### src/rtl/ex_mem_stage.sv
// EX/MEM pipeline register with branch resolution.
// Holds one executed instruction toward the memory stage and forms its write-back
// value. Resolves control transfers into a one-cycle redirect/flush pulse and keeps
// saturating branch statistics.
module ex_mem_stage #(
  parameter int unsigned XLEN  = 64,
  parameter int unsigned CNT_W = 32
) (
  input  logic             clk,
  input  logic             rst_n,
  // Execute side
  input  logic             ex_valid,
  output logic             ex_ready,
  input  logic [XLEN-1:0]  ex_pc,
  input  logic [XLEN-1:0]  ex_imm,
  input  logic [XLEN-1:0]  ex_alu_result,
  input  logic             ex_br_taken_n,
  input  logic             ex_is_branch,
  input  logic             ex_is_jal,
  input  logic             ex_is_jalr,
  input  logic             ex_mem_rd,
  input  logic             ex_mem_wr,
  input  logic             ex_reg_wr,
  input  logic [4:0]       ex_rd,
  input  logic [XLEN-1:0]  ex_store_data,
  // Memory side
  output logic             mem_valid,
  input  logic             mem_ready,
  output logic [XLEN-1:0]  mem_addr,
  output logic [XLEN-1:0]  mem_wb_data,
  output logic [XLEN-1:0]  mem_store_data,
  output logic             mem_rd_en,
  output logic             mem_wr_en,
  output logic             mem_reg_wr,
  output logic [4:0]       mem_rd,
  output logic             mem_misalign,
  // Fetch/decode control
  output logic             redirect_valid,
  output logic [XLEN-1:0]  redirect_pc,
  output logic             flush,
  // Statistics
  output logic [CNT_W-1:0] br_total_cnt,
  output logic [CNT_W-1:0] br_taken_cnt
);

  typedef enum logic {StEmpty, StFull} state_e;

  state_e state_q, state_d;

  logic            accept;
  logic            is_jalr, is_jal, is_br, is_cti, taken;
  logic [XLEN-1:0] target;
  logic [XLEN-1:0] wb_data;
  logic            misalign;
  logic            redirect_new;

  logic [XLEN-1:0] addr_q, wb_data_q, store_data_q, redirect_pc_q;
  logic            rd_en_q, wr_en_q, reg_wr_q, misalign_q;
  logic [4:0]      rd_q;
  logic            redirect_q;

  logic [CNT_W-1:0] total_q, total_d, taken_q, taken_d;

  // Handshake: no acceptance while a redirect is in flight (that slot is wrong-path).
  assign mem_valid = (state_q == StFull);
  assign ex_ready  = ~redirect_q & (~mem_valid | mem_ready);
  assign accept    = ex_valid & ex_ready;

  // Control-transfer decode with jalr > jal > branch priority, target and link.
  always_comb begin
    is_jalr      = ex_is_jalr;
    is_jal       = ex_is_jal & ~ex_is_jalr;
    is_br        = ex_is_branch & ~ex_is_jal & ~ex_is_jalr;
    is_cti       = is_jalr | is_jal | is_br;
    taken        = is_jalr | is_jal | (is_br & ~ex_br_taken_n);
    target       = is_jalr ? {ex_alu_result[XLEN-1:1], 1'b0} : (ex_pc + ex_imm);
    wb_data      = (is_jalr | is_jal) ? (ex_pc + XLEN'(4)) : ex_alu_result;
    // Misaligned targets trap downstream instead of redirecting.
    misalign     = taken & target[1];
    redirect_new = taken & ~target[1];
  end

  // Entry occupancy next-state.
  always_comb begin
    state_d = state_q;
    unique case (state_q)
      StEmpty: if (accept) state_d = StFull;
      StFull:  if (mem_ready && !accept) state_d = StEmpty;
      default: state_d = StEmpty;
    endcase
  end

  // Entry occupancy register.
  always_ff @(posedge clk or negedge rst_n) begin
    if (!rst_n) state_q <= StEmpty;
    else        state_q <= state_d;
  end

  // Entry payload: loaded on accept, otherwise held stable.
  always_ff @(posedge clk or negedge rst_n) begin
    if (!rst_n) begin
      addr_q       <= '0;
      wb_data_q    <= '0;
      store_data_q <= '0;
      rd_en_q      <= 1'b0;
      wr_en_q      <= 1'b0;
      reg_wr_q     <= 1'b0;
      rd_q         <= '0;
      misalign_q   <= 1'b0;
    end else if (accept) begin
      addr_q       <= ex_alu_result;
      wb_data_q    <= wb_data;
      store_data_q <= ex_store_data;
      rd_en_q      <= ex_mem_rd;
      wr_en_q      <= ex_mem_wr;
      reg_wr_q     <= ex_reg_wr & ~misalign;
      rd_q         <= ex_rd;
      misalign_q   <= misalign;
    end
  end

  // Redirect pulse lasts exactly the cycle after accept, independent of mem_ready.
  always_ff @(posedge clk or negedge rst_n) begin
    if (!rst_n) begin
      redirect_q    <= 1'b0;
      redirect_pc_q <= '0;
    end else begin
      redirect_q <= accept & redirect_new;
      if (accept && redirect_new) redirect_pc_q <= target;
    end
  end

  // Saturating statistics next-state.
  always_comb begin
    total_d = total_q;
    taken_d = taken_q;
    if (accept && is_cti && (total_q != '1)) total_d = total_q + CNT_W'(1);
    if (accept && taken  && (taken_q != '1)) taken_d = taken_q + CNT_W'(1);
  end

  // Statistics registers.
  always_ff @(posedge clk or negedge rst_n) begin
    if (!rst_n) begin
      total_q <= '0;
      taken_q <= '0;
    end else begin
      total_q <= total_d;
      taken_q <= taken_d;
    end
  end

  assign mem_addr       = addr_q;
  assign mem_wb_data    = wb_data_q;
  assign mem_store_data = store_data_q;
  assign mem_rd_en      = rd_en_q;
  assign mem_wr_en      = wr_en_q;
  assign mem_reg_wr     = reg_wr_q;
  assign mem_rd         = rd_q;
  assign mem_misalign   = misalign_q;
  assign redirect_valid = redirect_q;
  assign redirect_pc    = redirect_pc_q;
  assign flush          = redirect_q;
  assign br_total_cnt   = total_q;
  assign br_taken_cnt   = taken_q;

endmodule

### config.mk
export PLATFORM = sky130hd
export DESIGN_NAME = ex_mem_stage
export DESIGN_NICKNAME = d
export VERILOG_FILES = /design/src/rtl/ex_mem_stage.sv
export SDC_FILE = /design/constraint.sdc
export NUM_CORES = 1
export LEC_CHECK = 0
export CORE_AREA = 2 2 233 235
export DETAILED_ROUTE_END_ITERATION = 8
export DIE_AREA = 0 0 235 237
export GPL_ROUTABILITY_DRIVEN = 0
export REMOVE_ABC_BUFFERS = 1
export SETUP_SLACK_MARGIN = 0.3
export SLEW_MARGIN = 20
export SYNTH_ARGS = -nofsm -noshare
export SYNTH_HDL_FRONTEND = slang
export SYNTH_SLANG_ARGS = --single-unit
### constraint.sdc
create_clock -name clk -period 5.3 [get_ports clk]
set_clock_uncertainty 0.2 [all_clocks]
set_input_delay 1.06 -clock clk [delete_from_list [all_inputs] [get_ports clk]]
set_output_delay 1.06 -clock clk [all_outputs]
set_load 0.02 [all_outputs]
---- Word-level counts from Yosys, hierarchy flattened ----
Cells that the tools add are included.
storage, ports and cells
  flip-flop bits (word level) ............. 331
  input bits .............................. 272
  word-level logic and storage cells ...... 52
operators by class
  add/subtract/negate cells ............... 4
  equality and inequality tests ........... 2
  muxes and demuxes ....................... 5
  bitwise operators ....................... 21
  reduce and logical (&&, ||, !) cells .... 7
operators with widths
  kind                                            count
  2-to-1 mux 64 bit                               2
  adder 32 x 1 -> 32 bit (second input constant)  2
  adder 64 x 3 -> 64 bit (second input constant)  1
  adder 64 bit                                    1
  != test 32 bit (second input constant)          2
  bitwise AND 1 bit                               10
  inverter 1 bit                                  7
  logical AND 1 bit                               6
  bitwise OR 1 bit                                4
  2-to-1 mux 1 bit                                2
  one-hot mux 1 bit (2 select lines)              1
  logical NOT 1 bit                               1

---- Depth between registers and ports, before layout ----
Gate-level depths: netlist of the first run.
  depth after elaboration ................. 8
  mapped depth ............................ 12
  depth with buffers taken out ............ 12

---- Least setup slack after synthesis of the first run ----
No wires, ideal clock.
  path kind ............................... input port to flip-flop
  start ................................... input port ex_pc[0]
  end ..................................... register redirect_pc_q[54] (netlist: redirect_pc[54])
  library setup time ...................... 0.125 ns
  data arrival time ....................... 3.478 ns
  setup slack ............................. 1.498 ns
  cell stages on the path ................. 12
  cell sequence ........................... ha_1 -> fa_1 -> a21o_1 -> a41o_1 -> o21ai_2 -> a2111oi_2 -> o2111ai_1 -> a21oi_1 -> a311oi_1 -> o21ai_0 -> a311oi_1 -> nor2_1
between the ends
  word-level cells in the longest chain between the ends .. 5
RTL lines
  what                    RTL line  text
  start: declaration      14        input logic [XLEN-1:0] ex_pc,
  adder 64 bit (*)        76        target = is_jalr ? {ex_alu_result[XLEN-1:1], 1'b0} : (ex_pc + ex_imm);
  2-to-1 mux 64 bit (*)   76
  inverter 1 bit          80        redirect_new = taken & ~target[1];
  bitwise AND 1 bit       80
  logical AND 1 bit       129       if (accept && redirect_new) redirect_pc_q <= target;
  end signal: assignment  129
  end: declaration        57        logic [XLEN-1:0] addr_q, wb_data_q, store_data_q, redirect_pc_q;
Mark *: on every way between the ends. The rest lies on a longest branch, timed or not.
A chain may end at the register's enable or synchronous reset.

---- Final worst setup path of the first run ----
  start ................................... input port ex_pc[28]
  end ..................................... register wb_data_q[62] (netlist: mem_wb_data[62])
between the ends
  word-level cells in the longest chain between the ends .. 2
RTL lines
  what                    RTL line  text
  adder 64 x 3 -> 64 bit  77        wb_data = (is_jalr | is_jal) ? (ex_pc + XLEN'(4)) : ex_alu_result;
  2-to-1 mux 64 bit       77
  end signal: assignment  112       wb_data_q <= wb_data;
  end: declaration        57
No other way between the ends.

==> impl_results.md, run 1 <==
- Final hold violation count: 0
- Main flop type after synthesis: dfrtp_1
- Synthesized flop and latch total: 331
- TNS Setup: 0 ns
- Synth Area per Inst: 8.35 um^2
- Vias post-DR: approximately 18000
- WL/cell: around 21 um
- CP startpoint kind: input port
- Unrepaired setup endpoints after global routing: no
- Status: finished clean
- Crit-path max FO: 6
- Clock Latency Late Sink: 0.57 ns
- Final Setup Violations: 0
- First-pass GRT wire length: around 110 mm
- Die area: about 0.056 mm^2
- Vias in the first global route: 18200
- Cell Area, Synth: around 0.019 mm^2
- Filler cells: 5058
- Clock share of power: ~30%
- CTS tree: done
- Detailed Routing Iterations Pass 1: 7
- Clock-pin slew on the worst setup and hold paths: approximately 0.07 ns
- Area post-placement: roughly 0.025 mm^2
- Congestion Overflow GR: 0
- Mux cell area share after synthesis: around 1.3%
- Largest area contributor in the netlist: dfrtp_1
- Die Y: 237 um
- Sw frac: approximately 36%
- Htree depth: 2
- Final non-filler cell total: approximately 3600
- Post-synth EDFFs: 0
- Synth Area in Compound Gates: 15.3%
- Crit. End Element: flop
- Final ANT Viol Nets: 0
- Wirelength, routed: around 75 mm
- MaxCap Viol Count: 0
- Buffers added on ports: 604
- DP HPWL: 57.4 mm
- Crit Path Category: in -> reg
- Flop pwr share: 34.3%
- CP required: ~5.6 ns
- # rows: 85
- Synth area leaders: dfrtp_1 (44%), nand2_1 (14%), o21ai_0 (5.5%)
- Pwr dens: between 300 and 400 mW/mm^2
- Final instance area: roughly 0.027 mm^2
- Clock Tree Root: clkbuf_16
- P&R area growth vs syn: 43.0%
- Synth Warn #: 0
- Chip width: roughly 240 um
- Main combinational cell family by area after synthesis: simple AND/OR/NAND/NOR gates
- Initial Utilization: ~35%
- Internal power: 6380 uW
- # DRC: 0
- Io pins: 605
- Post-CTS Resized: 0
- Lkg Pwr: 0.0120 uW
- Commonest non-fill, non-tap cells in the layout: nand2_1 (682), clkdlybuf4s50_1 (602), dfrtp_1 (331), o21ai_0 (207), a21oi_1 (138)
- Overall Power: between 9000 and 10000 uW
- Crit path DAT: between 4 and 5 ns
- GR Util All Layers: 25.8%
- Clock buffer depth: 3
- Post-synthesis xor/xnor area fraction: under 10%
- DR iter-0 viols: about 1300
- Post-synth cell types: 74
- Post-Synth Simple-Gate Area: about a quarter
- Synth Area in Adders: around 4.5%
- Sequential-to-total area share from yosys stat: between 40 and 50%
- Drt via density: 5.21
- Post-Synthesis Cells: 2255
- Clock period minus worst slack: 4.46 ns
- Largest net degree at the start of global routing: 122
- Share of layout cells above drive strength 1: under 10%
- Maximum vdd ir drop: between 0.2 and 0.25 mV
- Post-CTS setup buffers: 0
- Gate power share: between 30% and 40%
- Nets: roughly 3100
- Hold Crit Class: in -> async
- Fmax: around 220 MHz
- Synth top area share: between 40% and 50%
- Final Max Slew Viols: 0
- Post-synth ARST share: 100%
- Clock Sinks: 331
- Initial antenna violation count: 19
- Core Area: about 0.053 mm^2
- Net Sw Power: roughly 3500 uW
- CTS buffer count: 41
- Worst-margin pin slew: around 0.83 ns
- Placed cell count: about 3500
- Ratio of final minimum period to clock period: between 80% and 90%
- Leading cell type in the layout, fill and taps excluded: nand2_1
- CTS Hold Buffers Added: 0
- Slew HR: between 40% and 50%
## cell families (layout without fill, tap and decap cells)
| family | count (synthesis) | in the layout |
|---|---|---|
| simple gates | 1032 | 1032 |
| compound gates | 489 | 489 |
| flops | 331 | 331 |
| xor+xnor | 165 | 165 |
| buf+inv | 147 | 731 |
| fa+ha+maj | 67 | 67 |
| mux | 24 | 24 |
| other cells | 0 | 18 |
## path summary, 6_finish.rpt
kind                                         end  cells past startpoint          from  slack, ns
worst max register to register  br_taken_cnt[31]                      9         flush       1.93
worst max-delay path             mem_wb_data[62]                     11     ex_pc[28]       0.84
max in group asynchronous        redirect_pc[28]                      2         rst_n       3.50
worst min register to register      mem_addr[41]                      2  mem_addr[41]       0.27
min in group clk                    mem_addr[41]                      2  mem_addr[41]       0.27
worst min-delay path                mem_addr[51]                      1         rst_n       0.23
## worst max-delay path, cell delays in order
cell and delay [ns]:
clkdlybuf4s50_1 0.72, nand3_1 0.36, nor4_1 0.56, nand4_1 0.33, nor2_1 0.43, and3_1 0.37
nand2b_1 0.19, or3_1 0.33, nand3_1 0.10, o21ai_0 0.09, o21ai_0 0.17
## power groups by stage
stage	sequential, uW	combinational (uW)	clock [uW]
floorplan	4050	1050	0
global placement	3410	3550	0
detailed placement	3430	3580	0
CTS	3390	3590	3010
global route	3460	3810	3120
finish	3390	3570	2940
## registers in the layout (all words and copies together) (netlist names)
name,count
mem_rd,5
mem_reg_wr,1
mem_wr_en,1
br_total_cnt,32
mem_valid,1
flush,1
mem_rd_en,1
mem_misalign,1
redirect_pc,64
mem_wb_data,64
mem_store_data,64
mem_addr,64
br_taken_cnt,32
## cells in the mapped netlist (all sizes together), types with 19 or more instances
cell	instances
nand2	684
dfrtp	331
o21ai	212
a21oi	138
xnor2	109
clkbuf	101
nor2	96
nand3	73
ha	66
xor2	56
nand4	51
a21o	43
and3	36
inv	28
mux2i	23
o21bai	20
nor3	19
## area by class of cell
type	count	area (um^2)	area share (%)
Clock inverter	17	225	0.836
Tap cell	696	871	3.23
Antenna cell	18	45.0	0.167
Clock buffer	58	1180	4.39
Sequential cell	331	8280	30.8
Timing Repair Buffer	627	6270	23.3
Inverter	29	109	0.404
Multi-Input combinational cell	1777	9940	36.9
## per-layer routing
metal  track usage [%]  vias to the layer above  part of all wire, %
met1              33.5                     8932                   43
met3              4.76                      123                  5.8
met4              12.2                        2                  3.7
met2              41.8                      618                   48
li1                  -                     8821                    -
met5                 0                        -                0.017
## stage by stage
| step | hold WS, ns | utilization (%) | worst slack, ns |
|---|---|---|---|
| final | 0.231 | 50.5 | 0.839 |
| after global routing | 0.267 | 50.5 | 0.629 |
| after CTS | 0.242 | 50.4 | 0.870 |
| after detailed placement | 0.262 | 47.8 | 0.274 |
| after global placement | 0.257 | 47.8 | 0.291 |
| after floorplan | 0.383 | - | -1.63 |
(Power assumes the default switching activity.)
==> run 2, diff against run 1 <==
- CORE_AREA: 2 2 233 235 -> 2 2 232 234
- DIE_AREA: 0 0 235 237 -> 0 0 234 236
- PLACE_DENSITY: default -> 0.67
- clock period: 5.3 -> 3.65 ns (I/O delays scaled with it)
==> run 2 against run 1 <==
The run now ends with hold timing left. Clock power rose by 48%. Cell area rose by 9.4%. Routed wire length rose by 2.0%. Critical path type unchanged. Critical endpoint is now redirect_pc[61]. Largest power group unchanged.
==> impl_results.md, run 2 (same netlist as run 1, synthesis figures left out) <==
- P&R area growth vs syn: 56.5%
- CTS buffer count: between 40 and 50
- Crit. End Element: flop
- Final Setup Violations: 0
- Htree depth: 2
- Die area: roughly 0.055 mm^2
- Crit path DAT: approximately 3.6 ns
- Initial antenna violation count: 18
- Detailed Routing Iterations Pass 1: 5
- DP HPWL: just under 60 mm
- Io pins: approximately 610
- Chip width: ~230 um
- Final Max Slew Viols: 0
- Wirelength, routed: ~76 mm
- Met3 routed WL: around 4.7 mm
- Final non-filler cell total: 3800
- Status: finished, violations left
- Ratio of final minimum period to clock period: about 91%
- Pwr dens: 503 mW/mm^2
- Final ANT Viol Nets: 0
- First-pass GRT wire length: around 110 mm
- Met1 wire length: 31.8 mm
- Slew HR: between 40% and 50%
- R2r worst-path depth: 10
- Failing checks: hold timing
- Clock Sinks: 331
- R2R Setup Slk: roughly 0.84 ns
- Fmax: slightly above 300 MHz
- CP startpoint kind: input port
- Overall Power: between 10000 and 15000 uW
- Worst-margin pin slew: a little over 0.8 ns
- CP Cell Sequence: dlygate4sd2_1 -> ha_4 -> buf_4 -> nand4b_1 -> a211o_1 -> a21o_1 -> a211o_1 -> and2_4 -> o211ai_1 -> a311oi_1 -> xnor2_1 -> a2bb2oi_1
- Congestion Overflow GR: 0
- Highest Signal Layer: met5
- Clock-pin slew on the worst setup and hold paths: ~0.060 ns
- Share of layout cells above drive strength 1: 14.1%
- Crit Path Category: in -> reg
- # DRC: 0
- Die Y: 236 um
- Drt via density: approximately 5.2
- CP top delay family: compound AO/OA/AOI/OAI gates
- Most used cell along the critical path: a211o_1
- Clock Latency Late Sink: approximately 0.58 ns
- Initial Utilization: ~35%
- Core Area: about 0.053 mm^2
- Buffers added on ports: about 600
- TNS Setup: 0 ns
- Slowest CP cell: a211o_1
- MaxCap Viol Count: 0
- GR Util All Layers: 26.6%
- Clock Tree Root: clkbuf_16
- Lkg Pwr: between 0.01 and 0.015 uW
- # rows: 85
- Final hold violation count: 1
- Commonest non-fill, non-tap cells in the layout: nand2_1 (681), clkdlybuf4s50_1 (557), dfrtp_1 (331), buf_4 (263), o21ai_0 (197)
- Reg-to-Reg End: br_taken_cnt[31]
- Clock period minus worst slack: between 3 and 4 ns
- Vias post-DR: a little under 20000
- Worst r2r src: br_taken_cnt[13]
- Hold Crit Class: in -> async
- Met2 routed WL: around 36 mm
- Vias in the first global route: around 19000
- Largest net degree at the start of global routing: 123
- Leading cell type in the layout, fill and taps excluded: nand2_1
- WHS: -0.00146 ns
- Buf/Inv on CP: 2
- Crit-path max FO: 4
- DR iter-0 viols: 1245
- Placed cell count: around 3700
- Pre-CTS setup slack: -0.806 ns
- Nets: roughly 3400
- Final WS setup: between 0.3 and 0.4 ns
- Worst stage delay on the critical path: around 0.37 ns
- Unrepaired setup endpoints after global routing: no
- CTS tree: done
- WL/cell: roughly 20 um
- Clock buffer depth: 3
- Maximum vdd ir drop: roughly 0.32 mV
- CP required: slightly below 4 ns
-- run 2: cell types whose count changed in the layout (fill, tap and decap cells not counted), moves of 10 or more --
cell / previous run / this run
a21oi_1: 138 / 128
dlymetal6s2s_1: 0 / 32
buf_4: 20 / 263
ha_1: 66 / 40
o21ai_0: 207 / 197
ha_4: 0 / 26
clkdlybuf4s50_1: 602 / 557
-- run 2: worst max path at each step --
stage                         start  slack [ns]  cells past startpoint         endpoint
final                     ex_imm[4]        0.34                     12  redirect_pc[61]
after global routing       ex_pc[2]        0.28                     13  redirect_pc[54]
after CTS                  ex_pc[6]        0.26                     13  redirect_pc[54]
after detailed placement   ex_pc[0]       -0.81                     14  redirect_pc[54]
after global placement     ex_pc[0]       -0.82                     14  redirect_pc[54]
after floorplan           mem_ready       -2.95                     10  redirect_pc[59]
-- run 2: area by class of cell --
class / count / area, um^2
Clock inverter: 16 / 241
Fill cell: 4730 / 23600
Inverter: 29 / 109
Timing Repair Buffer: 876 / 8270
Multi-Input combinational cell: 1777 / 10500
Tap cell: 696 / 871
Clock buffer: 59 / 1200
Antenna cell: 16 / 40.0
Sequential cell: 331 / 8280
-- run 2: repair_timing --
action,in CTS,in global routing
buffers inserted,3,12
pin swaps,28,48
resized for setup,53,85
setup endpoints to repair,38,43
hold buffers,0,0
-- run 2: layer usage --
metal / track usage, % / vias to the layer above
met5: 0 / -
li1: - / 9307
met4: 12.2 / 6
met3: 4.62 / 180
met1: 34.4 / 9370
met2: 43.2 / 747
-- run 2: through the flow --
stage / instance area (um^2) / utilization, %
detailed placement: 27300 / 51.5
CTS: 29000 / 54.6
global placement: 27300 / 51.5
finish: 29500 / 55.5
floorplan: 18300 / -
global route: 29500 / 55.5
-- run 2: report_power, final --
group	internal (uW)	switching (uW)
clock network	2600	1730
logic	2550	3000
registers	4430	501
total	9580	5230
==> run 3, diff against run 2 <==
- CELL_PAD_IN_SITES_DETAIL_PLACEMENT: default -> 1
- CELL_PAD_IN_SITES_GLOBAL_PLACEMENT: default -> 1
- CORE_AREA: 2 2 232 234 -> default
- CORE_MARGIN: default -> 1
- CORE_UTILIZATION: default -> 31
- DIE_AREA: 0 0 234 236 -> default
- PLACE_DENSITY: 0.67 -> 0.88
- TNS_END_PERCENT: default -> 100
==> run 3 against run 2 <==
The flow now finishes without violations. Via count grew 12%. Fmax fell by 4.5%. Hold slack better by 0.27 ns. Clock-buffer cell count decreased by 2. First-iteration DRC count grew 47%. Die area rose by 12%. Register-to-register slack lost 0.36 ns. Cell area grew 2.2%. Critical path depth increased by 1. Critical path type unchanged. Critical endpoint is now redirect_pc[54]. Largest cell class unchanged. Largest power group unchanged.
==> impl_results.md, run 3 (same netlist as run 1, synthesis figures left out) <==
- DP HPWL: 70.8 mm
- Core Util, Final: approximately 51%
- Hold Crit Class: reg -> reg
- Clock Sinks: 331
- Final Setup Violations: 0
- CTS tree: done
- Highest Signal Layer: met5
- Final ANT Viol Nets: 0
- WHS Path Cells: 2
- Leading cell type in the layout, fill and taps excluded: nand2_1
- Initial Utilization: 31.7%
- Vias post-DR: between 20000 and 25000
- Wirelength, routed: 103 mm
- Commonest non-fill, non-tap cells in the layout: nand2_1 (678), clkdlybuf4s50_1 (553), dfrtp_1 (331), buf_4 (305), o21ai_0 (186)
- WHS: approximately 0.27 ns
- Pwr dens: approximately 510 mW/mm^2
- Largest net degree at the start of global routing: 120
- Reg-to-Reg End: br_taken_cnt[31]
- Chip width: 248 um
- Critical Path Start: ex_imm[4]
- Met3 routed WL: about 6.8 mm
- Core Area: 0.0595 mm^2
- FF+latch area: 0.00828 mm^2
- Crit Path Category: in -> reg
- Status: finished clean
- # rows: between 80 and 90
- Crit path DAT: roughly 3.7 ns
- R2r worst-path depth: 10
- DR iter-0 viols: 1834
- R2R Setup Slk: between 0.4 and 0.5 ns
- Lkg Pwr: roughly 0.014 uW
- Met1 wire length: just under 40 mm
- Slew HR: between 40% and 50%
- CP required: a little under 4 ns
- Clock-pin slew on the worst setup and hold paths: 0.06 ns
- CP startpoint kind: input port
- Fmax: approximately 290 MHz
- Worst r2r src: br_taken_cnt[13]
- Crit. End Element: flop
- Final non-filler cell total: 3944
- Clock Latency Late Sink: slightly below 0.6 ns
- Vias in the first global route: 23200
- Met2 routed WL: 47.9 mm
- # DRC: 0
- Final hold violation count: 0
- MaxCap Viol Count: 0
- Final Max Slew Viols: 0
- First-pass GRT wire length: 148 mm
- P&R area growth vs syn: 60.0%
- Overall Power: between 15000 and 20000 uW
- Hold Crit Start: mem_store_data[14]
- Die area: just over 0.06 mm^2
- Drt via density: roughly 5.6
- Clock Tree Root: clkbuf_16
- Ratio of final minimum period to clock period: between 90% and 100%
- Clock period minus worst slack: about 3.5 ns
- WL/cell: roughly 26 um
- Htree depth: 2
- Final WS setup: between 0.15 and 0.2 ns
- Share of layout cells above drive strength 1: around 17%
- Crit-path max FO: 5
- Maximum vdd ir drop: 0.288 mV
- CTS buffer count: 42
- Pre-CTS setup slack: -0.953 ns
- Die Y: about 250 um
- Hold EP: mem_store_data[14]
- Worst-margin pin slew: roughly 0.80 ns
- Buffers added on ports: just over 600
- Congestion Overflow GR: 0
- GR Util All Layers: a little under a third
- Initial antenna violation count: 36
- Placed cell count: around 3800
- Area occupied by multi-input gates: roughly 0.011 mm^2
- Io pins: 605
- Nets: 3447
- Clock buffer depth: 3
- Filler cells: approximately 6900
- Unrepaired setup endpoints after global routing: yes
- Detailed Routing Iterations Pass 1: 5
==> run 3: changes by cell type in the layout (fill, tap and decap cells not counted), moves of 7 or more <==
cell / before / now
a21oi_2: 9 / 20
a21oi_1: 128 / 116
diode_2: 16 / 32
buf_6: 1 / 8
buf_4: 263 / 305
dlygate4sd2_1: 8 / 15
o21ai_0: 197 / 186
==> run 3: worst max-delay path: stages <==
cell and delay (ns):
dlygate4sd2_1 0.28, ha_4 0.29, buf_6 0.12, a41o_1 0.26, o21ai_2 0.11, a2111oi_4 0.45
o2111ai_2 0.25, a21oi_1 0.19, buf_4 0.17, a311oi_4 0.13, or3_4 0.42, a311oi_2 0.24
nor2_1 0.07
==> run 3: routing by layer <==
| metal | GRT usage [%] | vias to the layer above |
|---|---|---|
| li1 | - | 9419 |
| met1 | 36.3 | 10800 |
| met2 | 50.9 | 1172 |
| met3 | 7.11 | 539 |
| met4 | 23.0 | 10 |
| met5 | 0.772 | - |
==> run 3: through the flow <==
stage          TNS (ns)  cell area, um^2
4_1_cts               0            29500
6_report              0            30100
3_5_place_dp     -26.27            27700
3_3_place_gp     -19.81            27700
2_1_floorplan   -635.80            18300
5_1_grt               0            30100
==> run 3: area by class of cell <==
class,instances,share of cell area [%]
diodes,32,0.266
clock buffers,57,3.91
clock inverters,18,0.581
inverters,29,0.361
multi-input cells,1777,35.4
flip-flops and latches,331,27.5
well taps,773,3.21
repair buffers,927,28.8
==> run 3: how the worst max path moves through the flow <==
stage	end	cells after the start
floorplan	redirect_pc[59]	10
global placement	redirect_pc[54]	14
detailed placement	redirect_pc[54]	14
CTS	redirect_pc[54]	13
global route	redirect_pc[54]	14
finish	redirect_pc[54]	13
==> run 3: what timing repair did <==
action	in CTS	in global routing
setup buffers	12	14
hold buffers	1	0
pin swaps	46	60
hold endpoints to repair	64	0
endpoints found under the setup margin	41	53
gates cloned	0	0
resized for setup	102	113
==> run 3: power breakdown <==
| part | total (uW) | switching, uW | internal (uW) | leakage, uW |
|---|---|---|---|---|
| combinational | 6040 | 3380 | 2660 | 0.00902 |
| sequential | 5010 | 583 | 4430 | 0.00414 |
| clock | 4180 | 1820 | 2350 | 0.000657 |
